### config.mk
export PLATFORM = sky130hd
export DESIGN_NAME = line_buffer_feeder
export DESIGN_NICKNAME = d
export VERILOG_FILES = /design/src/rtl/line_buffer_feeder.sv
export SDC_FILE = /design/constraint.sdc
export NUM_CORES = 1
export LEC_CHECK = 0
export ABC_CLOCK_PERIOD_IN_PS = 3500
export BUFFER_PORTS_ARGS = -buffer_cell sky130_fd_sc_hd__buf_4
export CAP_MARGIN = 40
export CORE_MARGIN = 10
export CORE_UTILIZATION = 30
export CTS_BUF_LIST = sky130_fd_sc_hd__clkbuf_8
export DETAILED_ROUTE_END_ITERATION = 7
export PLACE_DENSITY = 0.53
export RECOVER_POWER = 100
export SETUP_SLACK_MARGIN = 0.5
export SYNTH_ARGS = -nofsm -noshare
export SYNTH_HDL_FRONTEND = slang
export SYNTH_SLANG_ARGS = --single-unit
### constraint.sdc
create_clock -name i_clk -period 3.5 [get_ports i_clk]
set_input_delay 0.35 -clock i_clk [delete_from_list [all_inputs] [get_ports i_clk]]
set_output_delay 0.35 -clock i_clk [all_outputs]
set_load 0.005 [all_outputs]
### src/rtl/line_buffer_feeder.sv
// Streams an 8-bit image from frame memory into the line-buffer ring, one line per credit.
// Optional LINE_FEEDER_PAD_EN appends two zero-pixel lines after the last image line.
module line_buffer_feeder #(
  parameter int IMG_WIDTH     = 256,
  parameter int IMG_HEIGHT    = 256,
  parameter int PRELOAD_LINES = 4,
  parameter int ADDR_W        = 16
) (
  input  logic              i_clk,
  input  logic              i_rst,
  input  logic              i_start,
  input  logic              i_intr,
  output logic              o_mem_rd,
  output logic [ADDR_W-1:0] o_mem_addr,
  input  logic [7:0]        i_mem_data,
  output logic [7:0]        o_pixel_data,
  output logic              o_pixel_data_valid,
  output logic              o_busy,
  output logic              o_done
);

`ifdef LINE_FEEDER_PAD_EN
  localparam int TOTAL_LINES = IMG_HEIGHT + 2;
`else
  localparam int TOTAL_LINES = IMG_HEIGHT;
`endif
  localparam int COL_W  = $clog2(IMG_WIDTH + 1);
  localparam int LINE_W = $clog2(TOTAL_LINES + 1);
  localparam logic [COL_W-1:0] LAST_COL = COL_W'(IMG_WIDTH - 1);

  localparam logic [1:0] S_IDLE  = 2'd0;
  localparam logic [1:0] S_SEND  = 2'd1;
  localparam logic [1:0] S_WAIT  = 2'd2;
  localparam logic [1:0] S_DRAIN = 2'd3;

  logic [1:0]        state_q, state_d;
  logic [COL_W-1:0]  col_q, col_d;
  logic [LINE_W-1:0] line_q, line_d;
  logic [3:0]        credit_q, credit_d;
  logic [ADDR_W-1:0] addr_q, addr_d;
  logic              rd_q, rd_d;
  logic              p1_vld_q, p1_vld_d;
  logic [7:0]        pix_q, pix_d;
  logic              vld_q, vld_d;
  logic              busy_q, busy_d;
  logic              done_q, done_d;
  logic              start_ok_s;
  logic              consume_s;
  logic              add_s;
  logic              lines_remain_s;
`ifdef LINE_FEEDER_PAD_EN
  logic              p1_pad_q, p1_pad_d;
  logic              pad_next_s;
`endif

  assign start_ok_s     = i_start && (state_q == S_IDLE) && !busy_q;
  assign lines_remain_s = (int'(line_q) + 1) < TOTAL_LINES;

  // Credit counter: preload on start, minus one per line start, plus one per interrupt (saturating)
  always_comb begin
    consume_s = (state_q == S_SEND) && (col_q == '0);
    add_s     = i_intr && (state_q != S_IDLE);
    credit_d  = credit_q;
    if (start_ok_s) begin
      credit_d = 4'(PRELOAD_LINES);
    end else if (consume_s && !add_s) begin
      credit_d = credit_q - 4'd1;
    end else if (add_s && !consume_s && (credit_q != 4'hf)) begin
      credit_d = credit_q + 4'd1;
    end else begin
      credit_d = credit_q;
    end
  end

  // Frame sequencing; the line-end decision uses credit_d so a same-cycle interrupt counts
  always_comb begin
    state_d = state_q;
    col_d   = col_q;
    line_d  = line_q;
    done_d  = 1'b0;
    case (state_q)
      S_IDLE: begin
        if (start_ok_s) begin
          state_d = S_SEND;
          col_d   = '0;
          line_d  = '0;
        end else begin
          state_d = S_IDLE;
        end
      end
      S_SEND: begin
        if (col_q == LAST_COL) begin
          col_d  = '0;
          line_d = line_q + LINE_W'(1);
          if (lines_remain_s && (credit_d != 4'd0)) begin
            state_d = S_SEND;
          end else if (lines_remain_s) begin
            state_d = S_WAIT;
          end else begin
            state_d = S_DRAIN;
          end
        end else begin
          col_d = col_q + COL_W'(1);
        end
      end
      S_WAIT: begin
        if (credit_d != 4'd0) begin
          state_d = S_SEND;
        end else begin
          state_d = S_WAIT;
        end
      end
      S_DRAIN: begin
        if (!p1_vld_q) begin
          done_d  = 1'b1;
          state_d = S_IDLE;
        end else begin
          state_d = S_DRAIN;
        end
      end
      default: begin
        state_d = S_IDLE;
      end
    endcase
`ifdef LINE_FEEDER_PAD_EN
    pad_next_s = int'(line_d) >= IMG_HEIGHT;
    rd_d       = (state_d == S_SEND) && !pad_next_s;
`else
    rd_d       = (state_d == S_SEND);
`endif
  end

  // Running read address; holds while no memory read is issued
  always_comb begin
    if (start_ok_s) begin
      addr_d = '0;
    end else if (rd_d && (state_q != S_IDLE)) begin
      addr_d = addr_q + ADDR_W'(1);
    end else begin
      addr_d = addr_q;
    end
  end

  // Two-stage pixel pipeline: memory latency stage, then registered output
  always_comb begin
    p1_vld_d = (state_q == S_SEND);
    vld_d    = p1_vld_q;
`ifdef LINE_FEEDER_PAD_EN
    p1_pad_d = (state_q == S_SEND) && (int'(line_q) >= IMG_HEIGHT);
    if (p1_vld_q) begin
      pix_d = p1_pad_q ? 8'd0 : i_mem_data;
    end else begin
      pix_d = pix_q;
    end
`else
    if (p1_vld_q) begin
      pix_d = i_mem_data;
    end else begin
      pix_d = pix_q;
    end
`endif
    if (start_ok_s) begin
      busy_d = 1'b1;
    end else if (done_q) begin
      busy_d = 1'b0;
    end else begin
      busy_d = busy_q;
    end
  end

  // State and output registers with synchronous reset
  always_ff @(posedge i_clk) begin
    if (i_rst) begin
      state_q  <= S_IDLE;
      col_q    <= '0;
      line_q   <= '0;
      credit_q <= 4'd0;
      addr_q   <= '0;
      rd_q     <= 1'b0;
      p1_vld_q <= 1'b0;
      pix_q    <= 8'd0;
      vld_q    <= 1'b0;
      busy_q   <= 1'b0;
      done_q   <= 1'b0;
`ifdef LINE_FEEDER_PAD_EN
      p1_pad_q <= 1'b0;
`endif
    end else begin
      state_q  <= state_d;
      col_q    <= col_d;
      line_q   <= line_d;
      credit_q <= credit_d;
      addr_q   <= addr_d;
      rd_q     <= rd_d;
      p1_vld_q <= p1_vld_d;
      pix_q    <= pix_d;
      vld_q    <= vld_d;
      busy_q   <= busy_d;
      done_q   <= done_d;
`ifdef LINE_FEEDER_PAD_EN
      p1_pad_q <= p1_pad_d;
`endif
    end
  end

  assign o_mem_rd           = rd_q;
  assign o_mem_addr         = addr_q;
  assign o_pixel_data       = pix_q;
  assign o_pixel_data_valid = vld_q;
  assign o_busy             = busy_q;
  assign o_done             = done_q;

endmodule

==> results.rst, run 1 <==
.. list-table::
   :header-rows: 1

   * - Metric
     - Value
   * - Antenna violations before repair
     - 0
   * - CP max stage cell
     - sky130_fd_sc_hd__dfxtp_1
   * - Number of clock sinks
     - 53
   * - Number of buffers inserted for hold repair after clock tree synthesis
     - 0
   * - Class of the worst hold path
     - in2reg
   * - Pin count of the biggest net entering global routing
     - 31
   * - Fin nets
     - 379
   * - Post-synth net total
     - 339
   * - DRC violation total after the first TritonRoute iteration
     - 87
   * - Antenna-violating nets left
     - 0
   * - Number of rows in the core area
     - 35
   * - Placed insts
     - between 400 and 500
   * - Residual overflow from global routing
     - 0
   * - Max stage delay on crit path
     - 600 ps
   * - Global-route wire length before repair
     - 11330 microns
   * - Number of H-tree branching levels
     - 2
   * - Floorplan die height
     - 116.1 microns
   * - Post-Syn Area
     - 0.002773 sq mm
   * - Area contributors post-synth
     - sky130_fd_sc_hd__dfxtp_1 38%, sky130_fd_sc_hd__nor2_1 6.6%, sky130_fd_sc_hd__mux2i_1 4.3%
   * - Clock buffer count from CTS
     - 5
   * - Total Power Consumption
     - slightly above 2 mW
   * - Cell count after synthesis
     - 321
   * - Synthesis Warnings
     - 0
   * - Outcome
     - completed
   * - Count of flip-flops with a built-in enable after synthesis
     - 0
   * - Maxcap violations
     - 0
   * - Leading area contributor after synthesis
     - sky130_fd_sc_hd__dfxtp_1
   * - CP Launch Type
     - flip-flop
   * - Routed len/inst
     - 14.30 microns
   * - Total of fill cells in the finished design
     - 975
   * - Aggregate negative setup slack
     - 0 ps
   * - Tightest Pin Transition
     - 755.4 ps
   * - Syn avg cell area
     - 8.638 sq um
   * - Horizontal extent of the die
     - 116.1 microns
   * - Design internal power
     - between 1 and 1.5 mW
   * - Startpoint-to-endpoint class of the critical path
     - reg2reg
   * - Floorplan Core Area
     - about 0.0091 sq mm
   * - Critical path peak fanout
     - 13
   * - # diodes
     - 0
   * - Placed wire-length estimate
     - 5019 microns
   * - Start point of the worst hold path
     - i_mem_data[3]
   * - Count of endpoints failing hold in the final timing report
     - 0
   * - Switching Share
     - 39.69%
   * - Starting density of the core
     - 30.44%
   * - Primary flip-flop cell chosen by synthesis mapping
     - sky130_fd_sc_hd__dfxtp_1
   * - Total placed instance area
     - 0.003161 sq mm
   * - Crit path DAT
     - between 3000 and 4000 ps
   * - Shortest clock period the worst path allows after layout
     - just under 3000 ps
   * - Required time of the critical path
     - roughly 3700 ps
   * - Final core utilization
     - a little over a third
   * - Worst hold slack
     - around 280 ps
   * - Final Routed Wirelength
     - 6764 microns
   * - Most frequent cell after synthesis
     - sky130_fd_sc_hd__dfxtp_1
   * - RD Place Congestion
     - 0.8750
   * - Final Instance Count excl. Fillers
     - 473
   * - Worst-case clock skew
     - 6.776 ps
   * - Cell types with the highest counts after synthesis
     - 53 x sky130_fd_sc_hd__dfxtp_1, 49 x sky130_fd_sc_hd__nor2_1, 24 x sky130_fd_sc_hd__nand2_1, 20 x sky130_fd_sc_hd__nand3_1, 19 x sky130_fd_sc_hd__a21oi_1
   * - Part of the Yosys area used for sequential elements
     - 38.27%
   * - Total power density per cell area
     - 635.3 mW/mm^2
   * - Clk_lat worst skew
     - 300 ps
   * - Worst slew margin relative to its limit
     - 49.64%
   * - Remaining routing DRC violations
     - 0
   * - Sequential Power Share
     - 37.3%
   * - Ratio of cells with drive above 1 in the final layout
     - 17.13%
   * - Via count of the routed design
     - 2411
   * - Detailed Routing Iterations Pass 1
     - 4
   * - Source of the critical timing path
     - state_q[0]
   * - TritonCTS clock tree
     - built
   * - Total setup violations reported at the end of the flow
     - 0
   * - Number of placed I/O pins
     - 40
   * - Worst setup EP type
     - flip-flop
   * - Clock share of power
     - ~18%
   * - Via count of the first global-routing pass
     - 2350
   * - Library cell used as clock root buffer
     - sky130_fd_sc_hd__clkbuf_8
   * - RSZ-0062 raised after global routing
     - no
   * - Highest ir drop seen on vdd
     - approximately 220 uV
   * - Peak clock frequency supported by timing
     - 347.2 MHz
   * - Logic gate share of total power
     - 44.5%
   * - Max Buffers Root-to-Sink
     - 2
   * - Post-route fraction of the period consumed by the critical path
     - 82.30%
   * - Via density per instance
     - 5.097
   * - Sw power
     - between 0.8 and 0.9 mW
   * - Yosys cell types
     - 63
   * - Ordered list of cells on the worst path
     - nand2b_1 -> nor3_4 -> mux2i_1 -> nor4_4 -> a21oi_2 -> a31oi_1 -> a41o_1
   * - Origin of the critical flop-to-flop path
     - state_q[0]
   * - Min setup slack post-route
     - 619.6 ps
   * - Total non-filler cell area in the finished layout
     - 0.003249 sq mm
   * - Area of the die
     - about 0.013 sq mm
   * - Global Route Usage Sum
     - 10.13%
   * - Setup slack after placement
     - about 670 ps
   * - Area share of the leading cell type in the synthesized netlist
     - roughly two fifths
   * - Leakage component of the power
     - roughly 1.2 nW
   * - Number of buffers added on ports
     - 39
   * - Fraction of synthesis flops using an asynchronous set or reset pin
     - 0%
   * - Flop and latch count out of synthesis
     - 53
   * - Layout Area Growth over Synthesis
     - 17.19%
   * - Clock slew seen by the registers of the worst setup and hold paths
     - 90 ps
   * - Slew Viols, Final
     - 0
==> per-layer routing <==
| metal | vias up | wire [microns] | track usage (%) |
|---|---|---|---|
| met5 | - | 0 | 0 |
| met4 | 0 | 100 | 3.670 |
| met3 | 9 | 155 | 1.849 |
| met2 | 31 | 3418 | 17.52 |
| met1 | 1135 | 3089 | 12.25 |
| li1 | 1236 | - | - |
==> final cells by class <==
type	instances	area [sq um]	share of cell area, %
clock buffers	7	96.34	2.965
flip-flops and latches	53	1061	32.65
inverters	10	37.54	1.155
well taps	111	138.9	4.274
clock inverters	1	5.005	0.1540
repair buffers	44	324.1	9.973
multi-input cells	247	1587	48.83
==> power groups by stage <==
stage | clock (mW) | sequential [mW] | combinational, mW
floorplan | 0 | 0.741 | 0.718
global placement | 0 | 0.784 | 0.871
detailed placement | 0 | 0.789 | 0.876
CTS | 0.393 | 0.775 | 0.878
global route | 0.417 | 0.785 | 1.01
finish | 0.375 | 0.771 | 0.918
==> critical path: cells and delay by family, from the launching register on <==
| kind | cells | cell delay, ps |
|---|---|---|
| simple gates | 3 | 910 |
| compound gates | 3 | 820 |
| flops | 1 | 600 |
| mux | 1 | 460 |
==> registers in the layout, summed over array words and instances (netlist names) <==
register,flops
state_q,2
o_pixel_data_valid,1
line_q,9
o_mem_addr,16
o_busy,1
credit_q,4
col_q,9
o_done,1
o_mem_rd,1
o_pixel_data,8
p1_vld_q,1
==> cells by family (layout without fill, tap and decap cells) <==
kind of cell | after synthesis | count (layout) | synth area share (%)
buffers and inverters | 21 | 62 | 4.016
AOI/OAI and AO/OA | 65 | 65 | 17.15
xor gates and xnor gates | 11 | 11 | 3.475
adders and majority gates | 6 | 6 | 2.708
DFF | 53 | 53 | 38.27
and+or+nand+nor | 151 | 151 | 29.24
muxes | 14 | 14 | 5.145
==> worst paths after layout <==
kind                                        end  slack [ps]  cells past startpoint
worst max-delay path              o_mem_addr[5]         620                      7
worst max register to register    o_mem_addr[5]         620                      7
worst min register to register         col_q[8]         490                      2
worst min-delay path            o_pixel_data[3]         280                      3
==> layout by cell type (no fill, tap or decap), types with 5 or more instances in the layout <==
cell,Yosys,final
sky130_fd_sc_hd__inv_1,10,10
sky130_fd_sc_hd__xnor2_1,7,7
sky130_fd_sc_hd__a21o_1,5,5
sky130_fd_sc_hd__nand2_1,24,24
sky130_fd_sc_hd__o21ai_0,7,7
sky130_fd_sc_hd__a21oi_1,19,19
sky130_fd_sc_hd__buf_4,1,12
sky130_fd_sc_hd__nand3_1,20,20
sky130_fd_sc_hd__nand3b_1,5,5
sky130_fd_sc_hd__mux2i_1,12,12
sky130_fd_sc_hd__dfxtp_1,53,53
sky130_fd_sc_hd__nor2_1,49,49
sky130_fd_sc_hd__clkbuf_8,2,7
sky130_fd_sc_hd__nor3_1,5,5
sky130_fd_sc_hd__and3_1,10,10
sky130_fd_sc_hd__clkbuf_1,4,5
sky130_fd_sc_hd__ha_1,6,6
sky130_fd_sc_hd__clkbuf_4,0,26
==> repair_timing <==
item | 4_1_cts | 5_1_grt
resized for setup | 0 | 1
setup endpoints to repair | 0 | 6
buffers inserted | 0 | 1
No activity file was read; power rests on OpenSTA's default activity.
==> run 2, diff against run 1 <==
--- a/config.mk
+++ b/config.mk
@@ -5,14 +5,15 @@
 export SDC_FILE = /design/constraint.sdc
 export NUM_CORES = 1
 export LEC_CHECK = 0
-export ABC_CLOCK_PERIOD_IN_PS = 3500
+export ABC_AREA = 1
+export ABC_CLOCK_PERIOD_IN_PS = 2500
 export BUFFER_PORTS_ARGS = -buffer_cell sky130_fd_sc_hd__buf_4
 export CAP_MARGIN = 40
 export CORE_MARGIN = 10
 export CORE_UTILIZATION = 30
 export CTS_BUF_LIST = sky130_fd_sc_hd__clkbuf_8
 export DETAILED_ROUTE_END_ITERATION = 7
-export PLACE_DENSITY = 0.53
+export PLACE_DENSITY = 0.55
 export RECOVER_POWER = 100
 export SETUP_SLACK_MARGIN = 0.5
 export SYNTH_ARGS = -nofsm -noshare
==> constraint.sdc (replaced) <==
create_clock -name i_clk -period 2.5 [get_ports i_clk]
set_input_delay 0.25 -clock i_clk [delete_from_list [all_inputs] [get_ports i_clk]]
set_output_delay 0.25 -clock i_clk [all_outputs]
set_load 0.005 [all_outputs]
==> run 2 against run 1 <==
  * Register-to-register slack worse by 300 ps
  * Area after synthesis grew 4.6%
  * Maximum frequency rose by 32%
  * Clock-buffer cell count down 2
  * Power up 5.0%
  * Clock power grew 59%
  * Combinational power shrank 29%
  * Worst hold slack worse by 150 ps
  * Sequential power grew 19%
  * Utilization grew 6.6 points
  * Largest power group is now sequential cells
==> results.rst, run 2 <==
.. list-table::
   :header-rows: 1

   * - Metric
     - Value
   * - Outcome
     - completed
   * - Pin count of the biggest net entering global routing
     - 22 (-29%)
   * - Placed wire-length estimate
     - 5270 microns (+5.0%)
   * - Global Route Usage Sum
     - 10.54% (+0.41 points)
   * - Part of the Yosys area used for sequential elements
     - 36.57% (-1.7 points)
   * - Clock slew seen by the registers of the worst setup and hold paths
     - 110 ps (+20 ps)
   * - Design internal power
     - 1.462 mW (+17%)
   * - Storage element area
     - 0.001072 sq mm (+1.1%)
   * - Worst slew margin relative to its limit
     - 68.23% (+19 points)
   * - Fraction of synthesis flops using an asynchronous set or reset pin
     - 0% (unchanged)
   * - DRC violation total after the first TritonRoute iteration
     - 171 (+97%)
   * - Sw power
     - 0.7050 mW (-14%)
   * - Total area of multi-input combinational cells
     - 0.001893 sq mm (+19%)
   * - Number of rows in the core area
     - 35 (unchanged)
   * - Count of endpoints failing hold in the final timing report
     - 0 (unchanged)
   * - Global-route wire length before repair
     - 12870 microns (+14%)
   * - Flip-flop count of the largest register, all copies and words added
     - 16 (unchanged)
   * - Origin of the critical flop-to-flop path
     - state_q[1]
   * - Floorplan die height
     - 118.3 microns (+1.9%)
   * - Peak clock frequency supported by timing
     - 459.3 MHz (+32%)
   * - Clock share of power
     - 27.6% (+9.4 points)
   * - Most frequent cell after synthesis
     - sky130_fd_sc_hd__nand2_1
   * - Switching Share
     - 32.53% (-7.2 points)
   * - Library cell used as clock root buffer
     - sky130_fd_sc_hd__clkbuf_8
   * - Routed len/inst
     - 12.64 microns (-12%)
   * - Via density per instance
     - 4.689 (-8.0%)
   * - Via count of the first global-routing pass
     - 2834 (+21%)
   * - Number of buffers inserted for hold repair after clock tree synthesis
     - 0 (unchanged)
   * - TritonCTS clock tree
     - built
   * - Clock buffer count from CTS
     - 5 (unchanged)
   * - CP Launch Type
     - flip-flop
   * - Ratio of cells with drive above 1 in the final layout
     - 33.05% (+16 points)
   * - Leading area contributor after synthesis
     - sky130_fd_sc_hd__dfxtp_1
   * - Area contributors post-synth
     - sky130_fd_sc_hd__dfxtp_1 37%, sky130_fd_sc_hd__nand2_1 13%, sky130_fd_sc_hd__nand3_1 8.5%
   * - Worst-case clock skew
     - 10.68 ps (+3.899 ps)
   * - Total setup violations reported at the end of the flow
     - 0 (unchanged)
   * - Detailed Routing Iterations Pass 1
     - 5 (+1)
   * - Primary flip-flop cell chosen by synthesis mapping
     - sky130_fd_sc_hd__dfxtp_1
   * - Antenna-violating nets left
     - 0 (unchanged)
   * - Maxcap violations
     - 0 (unchanged)
   * - Synthesis Warnings
     - 0 (unchanged)
   * - RSZ-0062 raised after global routing
     - yes
   * - Cell count after synthesis
     - 416 (+30%)
   * - Total power density per cell area
     - 549.2 mW/mm^2 (-14%)
   * - Shortest clock period the worst path allows after layout
     - 2177 ps (-703.3 ps)
   * - Leakage component of the power
     - 1.565 nW (+26%)
   * - Final Routed Wirelength
     - 7671 microns (+13%)
   * - RD Place Congestion
     - 0.8686 (-0.73%)
   * - Ordered list of cells on the worst path
     - inv_2 -> nand2_4 -> inv_1 -> nand2_1 -> nand3_2 -> nor2_4 -> nor2_4 -> nand3_2 -> nand2_4 -> a21oi_4 -> buf_12 -> nand2_8 -> nand2_1 -> a21oi_1
   * - Syn avg cell area
     - 6.975 sq um (-19%)
   * - Starting density of the core
     - 31.11% (+0.67 points)
   * - Number of clock sinks
     - 53 (unchanged)
   * - Horizontal extent of the die
     - 118.3 microns (+1.9%)
   * - Max stage delay on crit path
     - 420 ps (-180 ps)
   * - Via count of the routed design
     - 2846 (+18%)
   * - Register-to-register setup slack
     - 320 ps (-300 ps)
   * - Residual overflow from global routing
     - 0 (unchanged)
   * - Remaining routing DRC violations
     - 0 (unchanged)
   * - Total Power Consumption
     - 2.167 mW (+5.0%)
   * - Slew Viols, Final
     - 0 (unchanged)
   * - Highest ir drop seen on vdd
     - 266.9 uV (+22%)
   * - Antenna violations before repair
     - 0 (unchanged)
   * - Startpoint-to-endpoint class of the critical path
     - reg2reg
   * - Worst hold path depth
     - 3 (unchanged)
   * - Cell types with the highest counts after synthesis
     - 97 x sky130_fd_sc_hd__nand2_1, 53 x sky130_fd_sc_hd__dfxtp_1, 49 x sky130_fd_sc_hd__nand3_1, 49 x sky130_fd_sc_hd__nor2_1, 41 x sky130_fd_sc_hd__inv_1
   * - Number of placed I/O pins
     - 40 (unchanged)
   * - Count of flip-flops with a built-in enable after synthesis
     - 0 (unchanged)
   * - Worst setup EP type
     - flip-flop
   * - Sequential Power Share
     - 42.4% (+5.1 points)
   * - Logic gate share of total power
     - 30.0% (-15 points)
   * - Leading cell types in the layout, fill and taps excluded
     - 77 x sky130_fd_sc_hd__nand2_1, 44 x sky130_fd_sc_hd__dfxtp_1, 40 x sky130_fd_sc_hd__nor2_1
   * - Start point of the worst hold path
     - i_mem_data[4]
   * - Area of the die
     - 0.01401 sq mm (+3.8%)
   * - Clk_lat worst skew
     - 310 ps (about the same)
   * - Yosys cell types
     - 32 (-49%)
   * - Post-route fraction of the period consumed by the critical path
     - 87.08% (+4.8 points)
   * - Number of H-tree branching levels
     - 2 (unchanged)
   * - CP max stage cell
     - sky130_fd_sc_hd__dfxtp_1
   * - Class of the worst hold path
     - in2reg
   * - End of the worst register-to-register path
     - o_mem_addr[13]
   * - Crit path DAT
     - 2390 ps (-700 ps)
   * - Aggregate negative setup slack
     - 0 ps (unchanged)
   * - Floorplan Core Area
     - 0.009328 sq mm (+2.4%)
   * - Tightest Pin Transition
     - 474.8 ps (-280.6 ps)
   * - Layout Area Growth over Synthesis
     - 36.01%
   * - Post-synth net total
     - 434 (+28%)
   * - Flop and latch count out of synthesis
     - 53 (unchanged)
   * - Area share of the leading cell type in the synthesized netlist
     - 36.57% (-1.7 points)
   * - Critical path peak fanout
     - 7 (-6)
   * - Number of buffers added on ports
     - 39 (unchanged)
   * - Post-Syn Area
     - 0.002902 sq mm (+4.6%)
   * - Fin nets
     - 495 (+31%)
   * - Worst reg2reg path depth
     - 14 (+7)
   * - Required time of the critical path
     - 2710 ps (-1000 ps)
   * - Commonest non-fill, non-tap cell in the layout
     - sky130_fd_sc_hd__nand2_1
   * - # diodes
     - 0 (unchanged)
   * - Total of fill cells in the finished design
     - 945 (-3.1%)
   * - Hold EP
     - o_pixel_data[4]
   * - Max Buffers Root-to-Sink
     - 2 (unchanged)
==> run 2: cell count changes after synthesis, sizes merged, moves of 5 or more <==
cell,change
a21oi,+8
and3,-8
inv,+38
xor2,+9
nand3,+34
a211oi,-5
a21o,-5
mux2i,-12
nand2,+83
nor4,-5
nor2,+9
==> run 2: stage by stage <==
stage | hold slack, ps | cells | setup slack [ps] | area [sq um] | util (%)
after floorplan | 353.1 | 416 | 515.2 | 2902 | -
after global placement | 440.4 | 579 | 298.3 | 3341 | 35.81
after detailed placement | 444.7 | 579 | 260.4 | 3341 | 35.81
after CTS | 116.0 | 601 | 354.2 | 3740 | 40.09
after global routing | 107.9 | 607 | 111.1 | 3946 | 42.31
final | 125.1 | 607 | 322.9 | 3946 | 42.31
==> run 2: cell families after synthesis <==
logic type                 count (synthesis)  share of synthesized area [%]
DFF                                       53                          36.57
AOI/OAI and AO/OA                         42                          8.754
adders and majority gates                  6                          2.587
buffers and inverters                     59                          8.452
xor gates and xnor gates                  19                          5.735
and+or+nand+nor                          237                          37.90
==> run 2: final cells by class <==
cell class | count | area share, %
timing repair buffer | 62 | 13.03
tap | 129 | 4.090
clock inverter | 3 | 1.173
sequential | 53 | 27.17
clock buffer | 5 | 1.744
multi-input combinational | 305 | 47.97
inverter | 50 | 4.819
==> run 2: metal layers <==
| metal | wire length [microns] | track usage, % | up-vias | part of all wire [%] |
|---|---|---|---|---|
| li1 | - | - | 1463 | - |
| met3 | 392 | 3.284 | 8 | 5.1 |
| met1 | 3624 | 13.17 | 1306 | 47 |
| met4 | 89 | 2.473 | 0 | 1.2 |
| met2 | 3566 | 17.25 | 69 | 46 |
| met5 | 0 | 0 | - | 0 |
==> run 2: power by group through the flow <==
stage	combinational, mW	sequential [mW]	clock (mW)
final	0.650	0.920	0.598
after global placement	0.426	0.935	0
after CTS	0.553	0.918	0.618
after floorplan	0.320	0.925	0
after detailed placement	0.428	0.935	0
after global routing	0.712	0.927	0.654
==> run 2: repair_timing <==
item,4_1_cts,5_1_grt
gates resized for setup,41,56
gates cloned,2,1
setup endpoints to repair,22,32
setup buffers,12,5
pin swaps,23,27
==> run 2: worst max-delay path by stage <==
stage,to,slack [ps],cells past startpoint,from
after floorplan,o_mem_addr[6],520,18,col_q[0]
after global placement,o_mem_addr[10],300,17,col_q[0]
after detailed placement,o_mem_addr[9],260,17,col_q[0]
after CTS,o_mem_addr[5],350,18,col_q[1]
after global routing,o_mem_addr[15],110,14,state_q[1]
final,o_mem_addr[13],320,14,state_q[1]
==> run 2: worst max-delay path: cells and delay by family (launching register included) <==
| kind | cells | cell delay, ps |
|---|---|---|
| AO/OA/AOI/OAI | 2 | 330 |
| buffers and inverters | 3 | 360 |
| flip-flops | 1 | 420 |
| AND/OR/NAND/NOR | 9 | 960 |
